## src/rtl/mips_ctrl_pkg.sv

```systemverilog
// Shared definitions for the parametrised multicycle MIPS controller.
// Holds the 4-bit state encoding, the opcode and funct values the
// controller recognises, the ALU operation codes, and the select codes
// driven onto the alusrcb and pcsource datapath muxes.
package mips_ctrl_pkg;

  typedef enum logic [3:0] {
    S_FETCH   = 4'd0,
    S_DECODE  = 4'd1,
    S_MEMADR  = 4'd2,
    S_LBRD    = 4'd3,
    S_LBWR    = 4'd4,
    S_SBWR    = 4'd5,
    S_RTYPEEX = 4'd6,
    S_RTYPEWR = 4'd7,
    S_BEQEX   = 4'd8,
    S_BNEEX   = 4'd9,
    S_JEX     = 4'd10,
    S_ADDIEX  = 4'd11,
    S_ADDIWR  = 4'd12
  } state_t;

  // opcodes (IR[31:26])
  localparam logic [5:0] OP_LB    = 6'b100000;
  localparam logic [5:0] OP_SB    = 6'b101000;
  localparam logic [5:0] OP_RTYPE = 6'b000000;
  localparam logic [5:0] OP_BEQ   = 6'b000100;
  localparam logic [5:0] OP_BNE   = 6'b000101;
  localparam logic [5:0] OP_ADDI  = 6'b001000;
  localparam logic [5:0] OP_J     = 6'b000010;

  // R-type function codes (IR[5:0])
  localparam logic [5:0] FN_ADD = 6'b100000;
  localparam logic [5:0] FN_SUB = 6'b100010;
  localparam logic [5:0] FN_AND = 6'b100100;
  localparam logic [5:0] FN_OR  = 6'b100101;
  localparam logic [5:0] FN_SLT = 6'b101010;

  // ALU operation codes
  localparam logic [2:0] ALU_ADD = 3'b010;
  localparam logic [2:0] ALU_SUB = 3'b110;
  localparam logic [2:0] ALU_AND = 3'b000;
  localparam logic [2:0] ALU_OR  = 3'b001;
  localparam logic [2:0] ALU_SLT = 3'b111;

  // ALU B-operand select
  localparam logic [1:0] SRCB_B     = 2'b00;
  localparam logic [1:0] SRCB_CONST = 2'b01;
  localparam logic [1:0] SRCB_IMM   = 2'b10;
  localparam logic [1:0] SRCB_IMMSH = 2'b11;

  // next-PC select
  localparam logic [1:0] PC_ALU    = 2'b00;
  localparam logic [1:0] PC_ALUOUT = 2'b01;
  localparam logic [1:0] PC_JUMP   = 2'b10;

endpackage

```

## src/rtl/mips_alu_decoder.sv

```systemverilog
// Combinational R-type funct decoder.
// Ports:
//   funct   - IR[5:0] of the current instruction
//   alucont - ALU operation for the decoded funct (add when unknown)
//   illegal - high when funct is not one of add/sub/and/or/slt
module mips_alu_decoder
  import mips_ctrl_pkg::*;
(
  input  logic [5:0] funct,
  output logic [2:0] alucont,
  output logic       illegal
);

  always_comb begin
    alucont = ALU_ADD;
    illegal = 1'b0;
    case (funct)
      FN_ADD:  alucont = ALU_ADD;
      FN_SUB:  alucont = ALU_SUB;
      FN_AND:  alucont = ALU_AND;
      FN_OR:   alucont = ALU_OR;
      FN_SLT:  alucont = ALU_SLT;
      default: illegal = 1'b1;
    endcase
  end

endmodule

```

## src/rtl/mips_multicycle_ctrl_param.sv

```systemverilog
// Multicycle MIPS controller for 8/16/32-bit datapaths.
// The 32-bit instruction is fetched in 32/WIDTH beats; every memory access
// (fetch beats, lb read, sb write) stalls until mem_ready. Supports lb, sb,
// R-type add/sub/and/or/slt, beq, bne, addi and j, and pulses illegal_op on
// anything else.
// Ports:
//   clk, reset          - rising-edge clock, synchronous active-low reset
//   op, funct, zero     - IR fields and ALU zero flag from the datapath
//   mem_ready           - memory completes the current access this cycle
//   memread/memwrite    - memory request strobes, iord selects the address
//   irwrite             - one-hot IR slice load enable (IR_BEATS bits)
//   alusrca/alusrcb/alucont - ALU operand selects and operation
//   pcsource/pcen       - next-PC select and PC write enable
//   regwrite/regdst/memtoreg - register file write controls
//   illegal_op          - one-cycle pulse on an unsupported op or funct
module mips_multicycle_ctrl_param
  import mips_ctrl_pkg::*;
#(
  parameter  int WIDTH    = 8,
  localparam int IR_BEATS = 32 / WIDTH
) (
  input  logic                clk,
  input  logic                reset,
  input  logic [5:0]          op,
  input  logic [5:0]          funct,
  input  logic                zero,
  input  logic                mem_ready,
  output logic                memread,
  output logic                memwrite,
  output logic                iord,
  output logic [IR_BEATS-1:0] irwrite,
  output logic                alusrca,
  output logic [1:0]          alusrcb,
  output logic [2:0]          alucont,
  output logic [1:0]          pcsource,
  output logic                pcen,
  output logic                regwrite,
  output logic                regdst,
  output logic                memtoreg,
  output logic                illegal_op
);

  // a single-beat fetch still keeps a 1-bit (always zero) beat counter
  localparam int BEAT_W = (IR_BEATS > 1) ? $clog2(IR_BEATS) : 1;
  localparam logic [BEAT_W-1:0] LAST_BEAT = BEAT_W'(IR_BEATS - 1);

  state_t            state, nextstate;
  logic [BEAT_W-1:0] beat, nextbeat;
  logic [2:0]        rtype_alucont;
  logic              rtype_illegal;

  mips_alu_decoder u_alu_decoder (
    .funct   (funct),
    .alucont (rtype_alucont),
    .illegal (rtype_illegal)
  );

  always_ff @(posedge clk) begin
    if (!reset) begin
      state <= S_FETCH;
      beat  <= '0;
    end else begin
      state <= nextstate;
      beat  <= nextbeat;
    end
  end

  always_comb begin
    nextstate  = state;
    nextbeat   = beat;
    memread    = 1'b0;
    memwrite   = 1'b0;
    iord       = 1'b0;
    irwrite    = '0;
    alusrca    = 1'b0;
    alusrcb    = SRCB_B;
    alucont    = ALU_ADD;
    pcsource   = PC_ALU;
    pcen       = 1'b0;
    regwrite   = 1'b0;
    regdst     = 1'b0;
    memtoreg   = 1'b0;
    illegal_op = 1'b0;

    case (state)
      S_FETCH: begin
        memread = 1'b1;
        alusrcb = SRCB_CONST;
        // a beat only retires (IR slice load + PC advance) when memory answers
        if (mem_ready) begin
          for (int i = 0; i < IR_BEATS; i++) begin
            irwrite[i] = (beat == BEAT_W'(i));
          end
          pcen = 1'b1;
          if (beat == LAST_BEAT) begin
            nextstate = S_DECODE;
            nextbeat  = '0;
          end else begin
            nextbeat = beat + BEAT_W'(1);
          end
        end
      end

      S_DECODE: begin
        // branch target is precomputed here while the op is dispatched
        alusrcb = SRCB_IMMSH;
        case (op)
          OP_LB, OP_SB: nextstate = S_MEMADR;
          OP_RTYPE:     nextstate = S_RTYPEEX;
          OP_BEQ:       nextstate = S_BEQEX;
          OP_BNE:       nextstate = S_BNEEX;
          OP_ADDI:      nextstate = S_ADDIEX;
          OP_J:         nextstate = S_JEX;
          default: begin
            illegal_op = 1'b1;
            nextstate  = S_FETCH;
          end
        endcase
      end

      S_MEMADR: begin
        alusrca   = 1'b1;
        alusrcb   = SRCB_IMM;
        nextstate = (op == OP_SB) ? S_SBWR : S_LBRD;
      end

      S_LBRD: begin
        iord    = 1'b1;
        memread = 1'b1;
        if (mem_ready) nextstate = S_LBWR;
      end

      S_LBWR: begin
        regwrite  = 1'b1;
        memtoreg  = 1'b1;
        nextstate = S_FETCH;
      end

      S_SBWR: begin
        iord     = 1'b1;
        memwrite = 1'b1;
        if (mem_ready) nextstate = S_FETCH;
      end

      S_RTYPEEX: begin
        alusrca = 1'b1;
        alusrcb = SRCB_B;
        alucont = rtype_alucont;
        if (rtype_illegal) begin
          illegal_op = 1'b1;
          nextstate  = S_FETCH;
        end else begin
          nextstate = S_RTYPEWR;
        end
      end

      S_RTYPEWR: begin
        regwrite  = 1'b1;
        regdst    = 1'b1;
        nextstate = S_FETCH;
      end

      S_BEQEX, S_BNEEX: begin
        alusrca   = 1'b1;
        alusrcb   = SRCB_B;
        alucont   = ALU_SUB;
        pcsource  = PC_ALUOUT;
        pcen      = (state == S_BEQEX) ? zero : ~zero;
        nextstate = S_FETCH;
      end

      S_JEX: begin
        pcsource  = PC_JUMP;
        pcen      = 1'b1;
        nextstate = S_FETCH;
      end

      S_ADDIEX: begin
        alusrca   = 1'b1;
        alusrcb   = SRCB_IMM;
        nextstate = S_ADDIWR;
      end

      S_ADDIWR: begin
        regwrite  = 1'b1;
        nextstate = S_FETCH;
      end

      default: nextstate = S_FETCH;
    endcase

    // while reset is held no access, write or pulse may escape, even though
    // the Moore selects still reflect the current state
    if (!reset) begin
      memread    = 1'b0;
      memwrite   = 1'b0;
      regwrite   = 1'b0;
      pcen       = 1'b0;
      irwrite    = '0;
      illegal_op = 1'b0;
    end
  end

endmodule

```

## config.mk

```make
export PLATFORM = sky130hd
export DESIGN_NAME = mips_multicycle_ctrl_param
export DESIGN_NICKNAME = d
export VERILOG_FILES = /design/src/rtl/mips_ctrl_pkg.sv /design/src/rtl/mips_alu_decoder.sv /design/src/rtl/mips_multicycle_ctrl_param.sv
export SDC_FILE = /design/constraint.sdc
export NUM_CORES = 1
export LEC_CHECK = 0
export CAP_MARGIN = 30
export CORE_UTILIZATION = 50
export DETAILED_ROUTE_END_ITERATION = 7
export DONT_BUFFER_PORTS = 1
export SLEW_MARGIN = 5
export SYNTH_ARGS = -nofsm -noshare
export SYNTH_HDL_FRONTEND = slang
export SYNTH_SLANG_ARGS = --single-unit
export TNS_END_PERCENT = 10
```

## constraint.sdc

```tcl
create_clock -name clk -period 1.84 [get_ports clk]
set_clock_uncertainty 0.05 [all_clocks]
set_input_delay 0.276 -clock clk [delete_from_list [all_inputs] [get_ports clk]]
set_output_delay 0.276 -clock clk [all_outputs]
set_load 0.1 [all_outputs]
```

==> run summary, run 1 <==
The worst-path maximum fanout came out at 6. The vertical extent of the die came out at approximately 45 um. Multiplexer cells account for 5.563% of the synthesized area. The final critical-path setup slack came out at -0.1300 ns. The number of antenna violations at the first check in global routing is 0.

TritonCTS built the clock tree. The number of non-filler instances in the completed layout is 176. The growth of design area from synthesis to finish is 66.49%. The cell area after synthesis is 922.1 um2. Across the run, the number of max-cap violations was 0.

Pin placement for this block handled 36 I/O pins. The DRC violation total after the first TritonRoute iteration came out at 47. The standard cell area after detailed placement is 1388 um2. The clock root buffer is sky130_fd_sc_hd__clkbuf_4. The worst voltage drop across the vdd grid came out at 0.0003909 V. The flow ran to the end, but the final reports show violations. Based on the critical path, the design can be clocked at up to 0.5076 GHz. The sort of element at the start of the critical path is a flip-flop. The cell with the largest stage delay on the worst path is sky130_fd_sc_hd__dfxtp_4. Dividing total power by cell area gives a power density of 322.6 nW/um2.

The switching fraction of total power is 39.10%. Global routing consumed, on the met2 layer, 46.38% of the routing resources. The xor and xnor fraction of the mapped netlist area is 2.849%.

STA puts the critical path data arrival time at 1.64 ns. The clock passes through at most 2 buffers. The count of hold buffers inserted by post-cts repair came out at 0. A synthesized cell averages 7.684 um2. By startpoint and endpoint, the worst setup path is classified as flip-flop to output pin.

In this run the critical register-to-register path is launched from state[0]. The detail-routed via count per cell is 6.040. The critical path goes through buf_8 > buf_12 > nor3b_4 > and3_4 > buf_12. The final reports fail on negative setup slack. The share of power burned in the clock network came out at 26.1%. The number of synthesized flops with an enable pin is 0. The global placement routability congestion is 0.9219. In this run the worst hold path is classified as input port to flip-flop. The number of global-route vias before repair came to 955. The number of H-tree levels is 1.

The reported net switching power is roughly 0.19 mW. The share of cells above drive strength 1 came out at 49.67%. Along the worst hold path, the cell count comes to 2. Summed over all cells, the static leakage comes to 0.6164 nW. Counting stages on the worst path, the most repeated cell is sky130_fd_sc_hd__buf_12. The initial core utilization is 53.41%. The number of placed instances with taps included is 168. After clock tree synthesis, the clock-pin slew on the worst setup and hold paths is 0.05 ns. The capture instance of the worst register-to-register path is beat[1]. The final critical-path required period came out at 1.970 ns. The compound-cell area share of the yosys netlist came out at 19.67%. The final layout contains 173 nets.

Across all hold checks on the routed design, the worst slack comes to 0.1346 ns. The first-pass GRT wire length is 4015 um. The reg2reg setup slack is approximately 0.28 ns.

TritonCTS created 3 clock buffers. In this run the most used layer during global routing was met2. From left edge to right edge, the die measures about 45 um. The startpoint identified for the worst hold timing path is reset. The residual overflow from global routing came out at 0. After detailed routing, the number of remaining DRC violations is 0.

The transition time at the pin with the least slew margin came out at 0.4856 ns. The depth of the worst register-to-register path is 6. By area, the combinational part of the netlist is dominated by simple AND/OR/NAND/NOR gates. The final number of hold-violating endpoints came out at 0. The distinct cell type count of the synthesized netlist is 49. Synthesis handed over a netlist of 120 instances. The number of pins exceeding their max-slew limit in the final report is 0. The total number of yosys warnings came out at 0. The number of sinks driven by the clock tree is 6.

The total of buffers placed on input and output ports came out at 0. The clock latency reported for the late side of the worst-skew pair is 0.26 ns. The sum of net half-perimeters after detailed placement came out at roughly 1800 um. The number of nets with antenna violations after routing came out at 0. The final setup violation count is 10. The detail-routed net length per standard cell is 16.85 um. The placeable core area came out at 1727 um2. The overall routing resource usage came out at 26.74%. Setup repair after global routing could not meet its margin everywhere. The sequential share of the synthesized area came out at 13.03%. Among all flip-flop cells after synthesis, the most frequent one is sky130_fd_sc_hd__dfxtp_1. Internal power comes to 0.3016 mW. The fraction of registers with async set/reset is 0%. The critical path endpoint category is an output pin. The part of the cycle the worst path needs came out at 107.1%. The simple-gate share of the synthesized area came out at 42.20%. The synthesized netlist devotes 5.427% of its cell area to adder and majority cells. Combinational logic burns between 40% and 50% of the power. With fillers left out, the area of the finished cells amounts to around 1500 um2. The met3 track demand over resource is 4.000%. STA puts the critical path data required time at 1.51 ns.

The antenna diode count is 0. For met1 alone, demand over resource in global routing was 32.03%. The worst max-slew margin expressed relative to the limit came out at around two thirds.

The sequential share of power came out at 28.5%. The largest stage delay on the critical path came out at between 0.3 and 0.4 ns. The initialized floorplan defines 15 standard-cell rows. The post-synthesis register bit count is 6. The length of the first detailed-routing pass in iterations came out at 4.

The die covers 2020 um2. The pin count of the biggest net entering global routing came out at 15. After detailed routing, the total wire length is ~3000 um. The post-synthesis net count came out at 140. For hold timing, the worst endpoint is state[2]. The routed layout has 1,063 vias.
[worst max-delay path: cells and delay by family, from the launching register on]
| family | cells | cell delay [ns] |
|---|---|---|
| AND/OR/NAND/NOR | 2 | 0.61 |
| flip-flops | 1 | 0.36 |
| buffers and inverters | 3 | 0.43 |
[power groups by stage]
stage	logic [mW]	registers (mW)	clock network [mW]
2_1_floorplan	0.154	0.144	0
3_3_place_gp	0.193	0.145	0
3_5_place_dp	0.198	0.145	0
4_1_cts	0.205	0.143	0.127
5_1_grt	0.236	0.142	0.139
6_report	0.225	0.141	0.129
[sequential cells by signal (all words and copies together) (netlist names)]
register  cells
state         4
beat          2
[repair_timing]
item	CTS	global route
gates resized for setup	14	6
endpoints found under the setup margin	16	16
pin swaps	7	3
buffers inserted	2	3
[layer usage]
metal  wire length, um  up-vias  part of all wire, %
li1                  -      503                    -
met1              1241      499                   42
met2              1513       55                   51
met3               165        6                  5.6
met4                44        0                  1.5
met5                 0        -                    0
[final cells by class]
type                       count  area, um2
multi-input combinational    100      822.0
timing repair buffer          35      503.0
fill                          84      191.4
sequential                     6      130.1
tap                           25      31.28
inverter                       7      26.28
clock buffer                   3      22.52
[cells by family after synthesis]
group,count (synthesis)
adders and majority gates,4
and+or+nand+nor,63
xor gates and xnor gates,3
DFF,6
muxes,5
AOI/OAI and AO/OA,25
buffers and inverters,14
[per-stage QoR]
stage	power [mW]	setup TNS [ns]	util, %	setup WS [ns]
after global placement	0.3378	0	80.36	0.1089
after floorplan	0.2983	-7.109	-	-0.6749
after detailed placement	0.3431	0	80.36	0.09373
final	0.4953	-0.8762	88.91	-0.1300
after global routing	0.5172	-1.420	88.91	-0.1735
after CTS	0.4750	-0.2725	84.93	-0.04710
[synth_stat cells (2+ instances only)]
library cell	instances	area, um2
sky130_fd_sc_hd__a211oi_1	2	15.01
sky130_fd_sc_hd__a21oi_1	5	25.02
sky130_fd_sc_hd__a31oi_1	2	12.51
sky130_fd_sc_hd__and3_1	6	37.54
sky130_fd_sc_hd__buf_6	2	22.52
sky130_fd_sc_hd__clkbuf_8	3	41.29
sky130_fd_sc_hd__dfxtp_1	6	120.1
sky130_fd_sc_hd__ha_1	4	50.05
sky130_fd_sc_hd__inv_1	7	26.28
sky130_fd_sc_hd__mux2i_1	4	40.04
sky130_fd_sc_hd__nand2_1	8	30.03
sky130_fd_sc_hd__nand3_1	4	20.02
sky130_fd_sc_hd__nand4_1	3	18.77
sky130_fd_sc_hd__nor2_1	17	63.81
sky130_fd_sc_hd__nor3_1	4	20.02
sky130_fd_sc_hd__nor3b_1	3	22.52
sky130_fd_sc_hd__nor4_1	3	18.77
sky130_fd_sc_hd__o211ai_1	2	15.01
sky130_fd_sc_hd__o21ai_0	3	15.01
sky130_fd_sc_hd__or2_2	2	12.51
sky130_fd_sc_hd__xor2_1	2	17.52
[worst max path at each step]
stage,startpoint,to,depth (start not counted)
2_1_floorplan,state[2],irwrite[0],4
3_3_place_gp,state[2],irwrite[3],4
3_5_place_dp,state[2],irwrite[0],4
4_1_cts,state[1],irwrite[1],4
5_1_grt,state[0],illegal_op,5
6_report,state[0],irwrite[1],5
[cells in the final DEF (no fill, tap or decap), types with 3 or more instances in the layout]
cell / instances
sky130_fd_sc_hd__buf_12: 18
sky130_fd_sc_hd__buf_4: 14
sky130_fd_sc_hd__nor2_1: 12
sky130_fd_sc_hd__nand2_1: 7
sky130_fd_sc_hd__inv_1: 6
sky130_fd_sc_hd__a21oi_1: 5
sky130_fd_sc_hd__nor2_2: 4
sky130_fd_sc_hd__and3_4: 4
sky130_fd_sc_hd__mux2i_1: 4
sky130_fd_sc_hd__ha_1: 4
sky130_fd_sc_hd__nor3b_1: 3
sky130_fd_sc_hd__nand3_1: 3
sky130_fd_sc_hd__nor3_1: 3
sky130_fd_sc_hd__nand4_1: 3
sky130_fd_sc_hd__clkbuf_4: 3
Note: power is estimated with default switching activity, not from simulation.
==> run 2: changes to the inputs <==
CTS_BUF_LIST = sky130_fd_sc_hd__clkbuf_16   (was unset)
==> run summary, run 2 (synthesis gave the netlist of run 1 again) <==
The clock drives 6 sinks. In the layout the commonest cells are sky130_fd_sc_hd__buf_12, sky130_fd_sc_hd__buf_4, sky130_fd_sc_hd__nor2_1. Across all setup checks in the final design, the least slack found is -0.07589 ns.

The total of max-cap violations came out at 0. The standard cell area after detailed placement is approximately 1400 um2. The die is 44.95 um tall. The final critical-path required period is 1.916 ns. TritonCTS built the clock tree.

The DRC violation total after the first TritonRoute iteration is 46. Setup violations remaining at the end of the flow were counted as 10. The sort of element at the start of the critical path is a flip-flop. Along the worst path, the maximum fanout reaches 6.

The number of flip-flops under the largest register name is 4. The clock root buffer is sky130_fd_sc_hd__clkbuf_16. The category of the critical setup timing path is flip-flop to output pin.

The number of ports placed on the die boundary is 36. Entering global routing, the biggest net connects 15 pins. The area growth from synthesis to layout is 65.40%. The total power draw came out at 0.7030 mW. After clock tree synthesis, the clock-pin slew on the worst setup and hold paths is 0.03 ns. The final number of hold-violating endpoints came out at 0. The number of filler cells placed in the layout came out at 85.

The sum of negative setup slack is -0.4898 ns. The maximum root-to-sink buffer count is 2. The static power due to leakage came out at just over 0.6 nW. The placeable core area is 1727 um2.

The worst max-slew margin expressed relative to the limit came out at 75.77%. The number of H-tree levels is 1. The clock latency reported for the late side of the worst-skew pair is 0.23 ns.

The first TritonRoute pass finished after 4 iterations. The total of buffers placed on input and output ports came out at 0. The width of the die came out at 44.95 um.

The number of global-route vias before repair is 938. The arrival time at the worst endpoint is 1.59 ns. The worst hold path belongs to the class input port to flip-flop. The data required time at the worst endpoint came out at 1.51 ns. The global placement routability congestion is 0.9219.

The first global-routing pass estimated 4008 um of wire. The area of the die is 2020 um2. The number of remaining DRC errors is 0. The site row count came out at 15.

The transition time at the pin with the least slew margin is 0.3619 ns. The detail-routed via count per cell came out at 6.173. The flow ran to the end, but the final reports show violations. Global routing used 26.70% of the available tracks across all layers. The largest registers in the layout are state x4, beat x2. The part of the cycle the worst path needs is 104.1%. The number of vias in the routed layout is 1,068. More flip-flops sit in one register than any other, and that register is state. Once the floorplan was initialized, standard cells occupied 53.41% of the core.

The number of nets with antenna violations after routing is 0. The count of hold buffers inserted by post-cts repair came out at 0. The final design area excluding fillers is 1525 um2. The final worst hold slack came out at 0.1730 ns. Leaving out fill and tap cells, the most frequent cell in the layout is sky130_fd_sc_hd__buf_12. The worst voltage drop across the vdd grid is 0.0004347 V.

The power density over cell area is 460.9 nW/um2. Setup repair after global routing could not meet its margin everywhere. The final reports fail on negative setup slack. The sum of net half-perimeters after detailed placement is roughly 1800 um. The number of antenna violations at the first check in global routing is 0.

The residual overflow from global routing came out at 0. The maximum clock frequency is between 0.5 and 0.6 GHz. 0 antenna diodes ended up in the layout. The routed design has 2928 um of wire. The total CTS buffers is 3.

The share of cells above drive strength 1 came out at 47.97%. The critical path endpoint category is an output pin. The final net count is 170. The number of pins exceeding their max-slew limit in the final report was 0. The detail-routed net length per standard cell came out at 16.92 um.
==> run 2: final timing paths <==
path,start,endpoint,slack [ns],cells after the start
max reg2reg,state[1],beat[0],0.28,5
max,state[1],irwrite[1],-0.08,4
min,reset,state[2],0.17,2
min reg2reg,beat[1],beat[1],0.53,2
==> run 2: timing repair <==
item,4_1_cts,5_1_grt
setup buffers,2,0
endpoints found under the setup margin,15,13
pin swaps,6,4
gates resized for setup,11,5
==> run 2: worst max-delay path, cell delays in order (launching register included) <==
cell and delay, ns:
sky130_fd_sc_hd__dfxtp_4 0.36, sky130_fd_sc_hd__nor3_4 0.23, sky130_fd_sc_hd__nor3b_4 0.35, sky130_fd_sc_hd__and3_4 0.25, sky130_fd_sc_hd__buf_12 0.17
==> run 2: metal layers <==
metal / vias up / share of wire (%) / track usage, %
met5: - / 0 / 0
met4: 0 / 2.4 / 9.091
met3: 11 / 7.6 / 4.000
met2: 65 / 52 / 48.12
met1: 494 / 37 / 31.87
li1: 498 / - / -
==> run 2: power breakdown <==
group / total (mW) / switching, mW / internal (mW)
combinational: 0.211 / 0.128 / 0.0833
clock: 0.347 / 0.0689 / 0.279
sequential: 0.144 / 0.00837 / 0.136
total: 0.703 / 0.205 / 0.497
==> run 2: area by class of cell <==
class                      count  area [um2]  share of cell area, %
inverter                       7       26.28                  1.723
timing repair buffer          32       447.9                  29.37
sequential                     6       127.6                  8.368
clock buffer                   3       75.07                  4.922
tap                           25       31.28                  2.051
multi-input combinational    100       817.0                  53.57
==> run 2: through the flow <==
step / util, % / instances / setup WS [ns]
2_1_floorplan: - / 120 / -0.6749
3_3_place_gp: 80.36 / 168 / 0.1089
3_5_place_dp: 80.36 / 168 / 0.09373
4_1_cts: 87.39 / 173 / -0.02467
5_1_grt: 88.33 / 173 / -0.1602
6_report: 88.33 / 173 / -0.07589
